==> config.mk <==
export PLATFORM = sky130hd
export DESIGN_NAME = gpio_in_dev_flat
export DESIGN_NICKNAME = d
export VERILOG_FILES = /design/src/rtl/gpio_in_dev_pkg.sv /design/src/rtl/gpio_in_dev_if.sv /design/src/rtl/gpio_in_dev_debounce_bit.sv /design/src/rtl/gpio_in_dev.sv /design/src/flat_wrapper.sv
export SDC_FILE = /design/constraint.sdc
export NUM_CORES = 1
export LEC_CHECK = 0
export BUFFER_PORTS_ARGS = -buffer_cell sky130_fd_sc_hd__buf_2
export CORE_AREA = 2 2 155 157
export CTS_CLUSTER_DIAMETER = 30
export DETAILED_ROUTE_END_ITERATION = 16
export DIE_AREA = 0 0 157 159
export GPL_ROUTABILITY_DRIVEN = 1
export PLACE_DENSITY_LB_ADDON = 0.3
export SYNTH_ARGS = -nofsm -noshare
export SYNTH_HDL_FRONTEND = slang
export SYNTH_SLANG_ARGS = --single-unit
==> constraint.sdc <==
create_clock -name clk -period 11.3 [get_ports clk]
set_input_delay 0.565 -clock clk [delete_from_list [all_inputs] [get_ports clk]]
set_output_delay 0.565 -clock clk [all_outputs]
set_load 0.005 [all_outputs]
==> src/rtl/gpio_in_dev_pkg.sv <==
// Shared definitions for the switch/button input peripheral: default
// debounce depth, status-word field layout and the decoder base address.
package gpio_in_dev_pkg;

    // Defaults sized for a 50 MHz board clock (~10 ms debounce window).
    localparam int DB_CYCLES_DEF = 500000;
    localparam int CNT_W_DEF     = 19;

    localparam int N_SW  = 8;
    localparam int N_BTN = 4;
    localparam int N_IN  = N_SW + N_BTN;

    // Field offsets inside the 32-bit read word.
    localparam int SW_LSB   = 0;
    localparam int BTN_LSB  = 8;
    localparam int MASK_LSB = 12;
    localparam int PEND_LSB = 16;

    // Address the bus decoder matches to raise rd_en / we for this device.
    localparam logic [31:0] GPIO_IN_BASE = 32'hFFFF_FF04;

    // Assemble the status word; bits above the pending field read as zero.
    function automatic logic [31:0] pack_status(
        input logic [N_BTN-1:0] pend,
        input logic [N_BTN-1:0] msk,
        input logic [N_BTN-1:0] btn,
        input logic [N_SW-1:0]  sw
    );
        logic [31:0] w;
        w = '0;
        w[PEND_LSB +: N_BTN] = pend;
        w[MASK_LSB +: N_BTN] = msk;
        w[BTN_LSB  +: N_BTN] = btn;
        w[SW_LSB   +: N_SW]  = sw;
        return w;
    endfunction

endpackage

==> src/rtl/gpio_in_dev_if.sv <==
// CPU-side peripheral bus for the input device: strobes and write data
// from the CPU, registered read word and interrupt back to it.
interface gpio_in_dev_if;

    logic        rd_en;
    logic        we;
    logic [31:0] wdata;
    logic [31:0] rd_data;
    logic        irq;

    modport master (
        output rd_en,
        output we,
        output wdata,
        input  rd_data,
        input  irq
    );

    modport slave (
        input  rd_en,
        input  we,
        input  wdata,
        output rd_data,
        output irq
    );

endinterface

==> src/rtl/gpio_in_dev_debounce_bit.sv <==
// One input channel: two-flop synchronizer followed by a run-length
// debouncer. A new level is accepted only after DB_CYCLES consecutive
// falling edges of agreement; any return to the old level restarts the run.
module debounce_bit #(
    parameter int DB_CYCLES = 4,
    parameter int CNT_W     = 3
) (
    input  logic clk,
    input  logic rst,
    input  logic raw,
    output logic stable,
    output logic rise
);

    localparam logic [CNT_W-1:0] LAST = CNT_W'(DB_CYCLES - 1);

    logic             sync0;
    logic             sync1;
    logic [CNT_W-1:0] cnt;
    logic             stable_q;

    // Synchronize the raw level and count how long it has disagreed with the accepted level.
    always_ff @(negedge clk or posedge rst) begin
        if (rst) begin
            sync0    <= 1'b0;
            sync1    <= 1'b0;
            cnt      <= '0;
            stable_q <= 1'b0;
        end else begin
            sync0 <= raw;
            sync1 <= sync0;
            if (sync1 == stable_q) begin
                cnt <= '0;
            end else if (cnt == LAST) begin
                stable_q <= sync1;
                cnt      <= '0;
            end else begin
                cnt <= cnt + 1'b1;
            end
        end
    end

    assign stable = stable_q;

    // High in the cycle whose falling edge will take the accepted level 0 -> 1,
    // so the owner can record the press on that same edge.
    assign rise = sync1 && !stable_q && (cnt == LAST);

endmodule

==> src/rtl/gpio_in_dev.sv <==
// Memory-mapped switch/button input port. Debounces 8 switches and 4
// buttons, latches button presses into sticky pending bits that a read
// clears, and raises a level interrupt for unmasked pending presses.
// All state updates on the falling clock edge so the CPU can sample the
// read word on the following rising edge.
module gpio_in_dev
    import gpio_in_dev_pkg::*;
#(
    parameter int DB_CYCLES = DB_CYCLES_DEF,
    parameter int CNT_W     = CNT_W_DEF
) (
    input  logic              clk,
    input  logic              rst,
    input  logic [N_SW-1:0]   sw_raw,
    input  logic [N_BTN-1:0]  btn_raw,
    gpio_in_dev_if.slave      bus,
    output logic [N_SW-1:0]   sw_stable
);

    logic [N_IN-1:0]  raw_all;
    logic [N_IN-1:0]  stable_all;
    logic [N_IN-1:0]  rise_all;
    logic [N_BTN-1:0] btn_stable;
    logic [N_BTN-1:0] btn_rise;
    logic [N_BTN-1:0] pending;
    logic [N_BTN-1:0] mask;
    logic [31:0]      rd_data_q;

    // Switches only need a level; their press strobes and the upper write bits are don't-care.
    logic sw_rise_unused;
    logic wdata_unused;

    assign raw_all = {btn_raw, sw_raw};

    genvar g;
    generate
        for (g = 0; g < N_IN; g++) begin : g_db
            debounce_bit #(
                .DB_CYCLES (DB_CYCLES),
                .CNT_W     (CNT_W)
            ) u_db (
                .clk    (clk),
                .rst    (rst),
                .raw    (raw_all[g]),
                .stable (stable_all[g]),
                .rise   (rise_all[g])
            );
        end
    endgenerate

    assign sw_stable      = stable_all[N_SW-1:0];
    assign btn_stable     = stable_all[N_IN-1:N_SW];
    assign btn_rise       = rise_all[N_IN-1:N_SW];
    assign sw_rise_unused = ^rise_all[N_SW-1:0];
    assign wdata_unused   = ^bus.wdata[31:N_BTN];

    // Read capture, pending set/clear (a new press beats the read clear) and mask write.
    always_ff @(negedge clk or posedge rst) begin
        if (rst) begin
            pending   <= '0;
            mask      <= '0;
            rd_data_q <= '0;
        end else begin
            if (bus.rd_en) begin
                rd_data_q <= pack_status(pending, mask, btn_stable, sw_stable);
            end
            pending <= (bus.rd_en ? '0 : pending) | btn_rise;
            if (bus.we) begin
                mask <= bus.wdata[N_BTN-1:0];
            end
        end
    end

    assign bus.rd_data = rd_data_q;

    // Level interrupt straight from registers, so it only moves after a falling edge or reset.
    assign bus.irq = |(pending & mask);

endmodule
==> src/flat_wrapper.sv <==
// flat-port wrapper written by rule: the top's interface ports become plain ports
module gpio_in_dev_flat import gpio_in_dev_pkg::*;
#(
    parameter int DB_CYCLES = DB_CYCLES_DEF,
    parameter int CNT_W     = CNT_W_DEF
)
  (clk, rst, sw_raw, btn_raw, sw_stable, bus_rd_en, bus_we, bus_wdata, bus_rd_data, bus_irq);
  gpio_in_dev_if bus_i ();
  input  logic clk;
  input  logic rst;
  input  logic [N_SW-1:0] sw_raw;
  input  logic [N_BTN-1:0] btn_raw;
  output logic [N_SW-1:0] sw_stable;
  input wire logic [$bits(bus_i.rd_en)-1:0] bus_rd_en;
  input wire logic [$bits(bus_i.we)-1:0] bus_we;
  input wire logic [$bits(bus_i.wdata)-1:0] bus_wdata;
  output wire logic [$bits(bus_i.rd_data)-1:0] bus_rd_data;
  output wire logic [$bits(bus_i.irq)-1:0] bus_irq;
  assign bus_i.rd_en = bus_rd_en;
  assign bus_i.we = bus_we;
  assign bus_i.wdata = bus_wdata;
  assign bus_rd_data = bus_i.rd_data;
  assign bus_irq = bus_i.irq;
  gpio_in_dev #(.DB_CYCLES(DB_CYCLES), .CNT_W(CNT_W)) u_core (.clk(clk), .rst(rst), .sw_raw(sw_raw), .btn_raw(btn_raw), .bus(bus_i), .sw_stable(sw_stable));
endmodule
==> flow_summary.ini <==
[synthesis]
ys_seq_area_frac = 0.532
synth_top_cell_by_area = dfrtn_1
synthesis.area_sq_um = 13700
synthDistinctLibCells = 50
async_flop_share = 1.00
yosysWarnings = 0
avgSynthCellArea_sq_um = 10.3
ys_seq_elements = 292
synth-edff-count = 0
synth_top_area_frac = 0.532
yosys-top-cells-count = dfrtn_1 (292), nor2_1 (194), xnor2_1 (91)
yosysMostFrequentCell = dfrtn_1
ys.flop_type = dfrtn_1
syn_inst = 1330
ys_top_cells_by_area = dfrtn_1 (53%), xnor2_1 (5.8%), nor2_1 (5.3%)

[clock_network]
post_cts_buffers = 0
post_cts_resized = 0
clock_latency_ns = 0.55
clockRootBuffer = clkbuf_16
htreeDepth = 2
ctsHoldBuffers = 0
tritoncts = yes
numClockSinks = 292
clockBufferDepth = 3
clkSlewWorstSetupHoldPaths_ns = 0.04
numCtsBuffers = 58

[setup_path]
cp_top_family = flip-flops
crit_path_start_kind = register
path_max_fanout = 3
cp_cell_sequence = a22oi_1 > nand2_1 > buf_2
cp.required_ns = 10.74
critPathBufInv = 1
end_kind = output pin
slowest_stage = dfrtn_1
worst-setup-path-type = register to output pin
crit_path_max_incr_delay_ns = 0.37
cp.arrival_ns = 6.99

[finish]
finalNonFillerCells = 1776
fill_cells = 1702
area_growth_pct = 18.1
diodes = 0
layout-drive-gt1-share = 0.154
final_util = 0.700
nets = 1475

[route]
wirelength_microns = 26500
dr.pass1.iters = 6
drtIter0Drc = 618
vias_per_cell = 5.62
drc = 0
vias = 9989
wl_per_cell_microns = 14.9
postRouteAntennaNets = 0

[global_route]
grt_pass1_vias = 10000
overflow = 0
grt_pass1_wl_microns = 46600
grt_antenna_before_repair = 0
grtUsageTotal = 0.220
grt_max_degree = 187

[sta]
slew_viol_final = 0
rsz0062_at_grt = no
fin_tns_setup_ns = 0
worst_slew_pin_slew_ns = 1.25
setup_viol = 0
clock_skew_ns = 0.00940
hold_viol_final = 0
final.setup.worst_slack_ns = 3.75
slew_headroom = 0.166

[floorplanning]
ioPinCount = 89
dieArea_sq_um = 25000
core_area_sq_um = 23200
die_width_microns = 157
start_util = 0.593
fp-row-count = 56
die_h_microns = 159

[power_and_ir_drop]
pwr-share-comb = 0.025
swShare = 0.218
power.switching_mw = 0.629
p_clk_frac = 0.597
seq_power_share = 0.378
peakVddDrop_v = 0.000131
power.leakage_nw = 6.75
p_int_mw = 2.26
powerDensity_nw_per_um2 = 178

[min_path]
min_path_type = register to register

[place]
gp_congestion = 0.810
io_buffers = 48
dp_hpwl_microns = 15900
pre_cts_slack_ns = 3.46
dp_cells = 1670

[job]
maxCapViolCount = 0

[status]
run_status = finished clean
## cells by family (layout without fill, tap and decap cells)
logic type                 after synthesis  after routing  synth area share
DFF                                    292            292             0.532
muxes                                   36             36            0.0295
and+or+nand+nor                        613            613             0.235
other                                    1             12          0.000273
buffers and inverters                   89            205            0.0326
xor gates and xnor gates               156            156            0.0994
adders and majority gates               16             16            0.0146
AOI/OAI and AO/OA                      127            127            0.0566
## flip-flops by register name (all words and copies together) (netlist names)
register / flops
u_core.g_db.u_db.cnt: 228
u_core.bus.rd_data: 20
u_core.g_db.u_db.stable: 12
u_core.g_db.u_db.sync0: 12
u_core.g_db.u_db.sync1: 12
u_core.mask: 4
u_core.pending: 4
## per-stage QoR
stage | power, mW | hold slack, ns | cell area [sq um]
3_3_place_gp | 1.18 | 0.292 | 14200
5_1_grt | 2.98 | 0.305 | 16200
4_1_cts | 2.92 | 0.295 | 16200
6_report | 2.88 | 0.295 | 16200
2_1_floorplan | 1.16 | 0.292 | 13800
3_5_place_dp | 1.18 | 0.295 | 14200
## layout make-up
class | instances | area (sq um) | area share
sequential | 292 | 7310 | 0.450
timing repair buffer | 54 | 298 | 0.0183
tap | 319 | 399 | 0.0246
clock inverter | 33 | 429 | 0.0264
clock buffer | 73 | 1600 | 0.0984
multi-input combinational | 960 | 6030 | 0.372
inverter | 45 | 173 | 0.0106
## layer usage
metal / GRT usage / share of wire / up-vias
met5: 0 / 0 / -
met4: 0.0684 / 0.018 / 0
met3: 0.0471 / 0.041 / 54
met2: 0.359 / 0.49 / 188
met1: 0.295 / 0.45 / 4894
li1: - / - / 4853
## power by group through the flow
| stage | clock network [mW] | logic [mW] | registers, mW |
|---|---|---|---|
| after floorplan | 0 | 0.0572 | 1.10 |
| after global placement | 0 | 0.0735 | 1.10 |
| after detailed placement | 0 | 0.0743 | 1.10 |
| after CTS | 1.75 | 0.0754 | 1.09 |
| after global routing | 1.81 | 0.0858 | 1.09 |
| final | 1.72 | 0.0730 | 1.09 |
## final timing paths
path	from	end	slack [ns]	depth (start not counted)
setup / recovery	u_core.mask[0]$_DFFE_NP0P_	bus_irq	3.75	3
min in group asynchronous	rst	u_core.g_db[8].u_db.cnt[9]$_DFF_NP0_	5.79	3
hold / removal	u_core.g_db[4].u_db.sync0$_DFF_NP0_	u_core.g_db[4].u_db.sync1$_DFF_NP0_	0.29	0
hold reg to reg	u_core.g_db[4].u_db.sync0$_DFF_NP0_	u_core.g_db[4].u_db.sync1$_DFF_NP0_	0.29	0
setup reg to reg	u_core.g_db[8].u_db.cnt[0]$_DFF_NP0_	u_core.g_db[8].u_db.cnt[6]$_DFF_NP0_	8.67	5
max in group asynchronous	rst	u_core.g_db[3].u_db.cnt[7]$_DFF_NP0_	4.12	4
## worst reg2reg max path, stage by stage (launching register included)
cell and delay (ns):
dfrtn_1 0.45, ha_1 0.23, and4_1 0.32, nand4_1 0.24, o21bai_1 1.03, nor2_1 0.14
## cell usage in the layout, fill, tap and decap left out, drive strengths merged, types with 2 or more instances in the layout
master / synthesis / final
a21oi: 56 / 56
a22o: 4 / 4
a22oi: 2 / 2
a31o: 2 / 2
and2: 15 / 15
and3: 4 / 4
and4: 18 / 18
buf: 28 / 54
bufinv: 0 / 7
clkbuf: 16 / 73
clkinv: 0 / 20
clkinvlp: 0 / 7
conb: 1 / 12
dfrtn: 292 / 292
ha: 16 / 16
inv: 45 / 44
mux2: 36 / 36
nand2: 67 / 67
nand3: 80 / 80
nand3b: 3 / 3
nand4: 63 / 63
nand4b: 2 / 2
nor2: 194 / 194
nor2b: 2 / 2
nor3: 30 / 30
nor4: 35 / 35
nor4b: 9 / 9
o21ai: 40 / 40
o21bai: 4 / 4
o31ai: 14 / 14
o41ai: 4 / 4
or2: 12 / 12
or3: 36 / 36
or4: 26 / 26
or4b: 10 / 10
or4bb: 2 / 2
xnor2: 91 / 91
xor2: 65 / 65
Note: power is estimated with default switching activity, not from simulation.
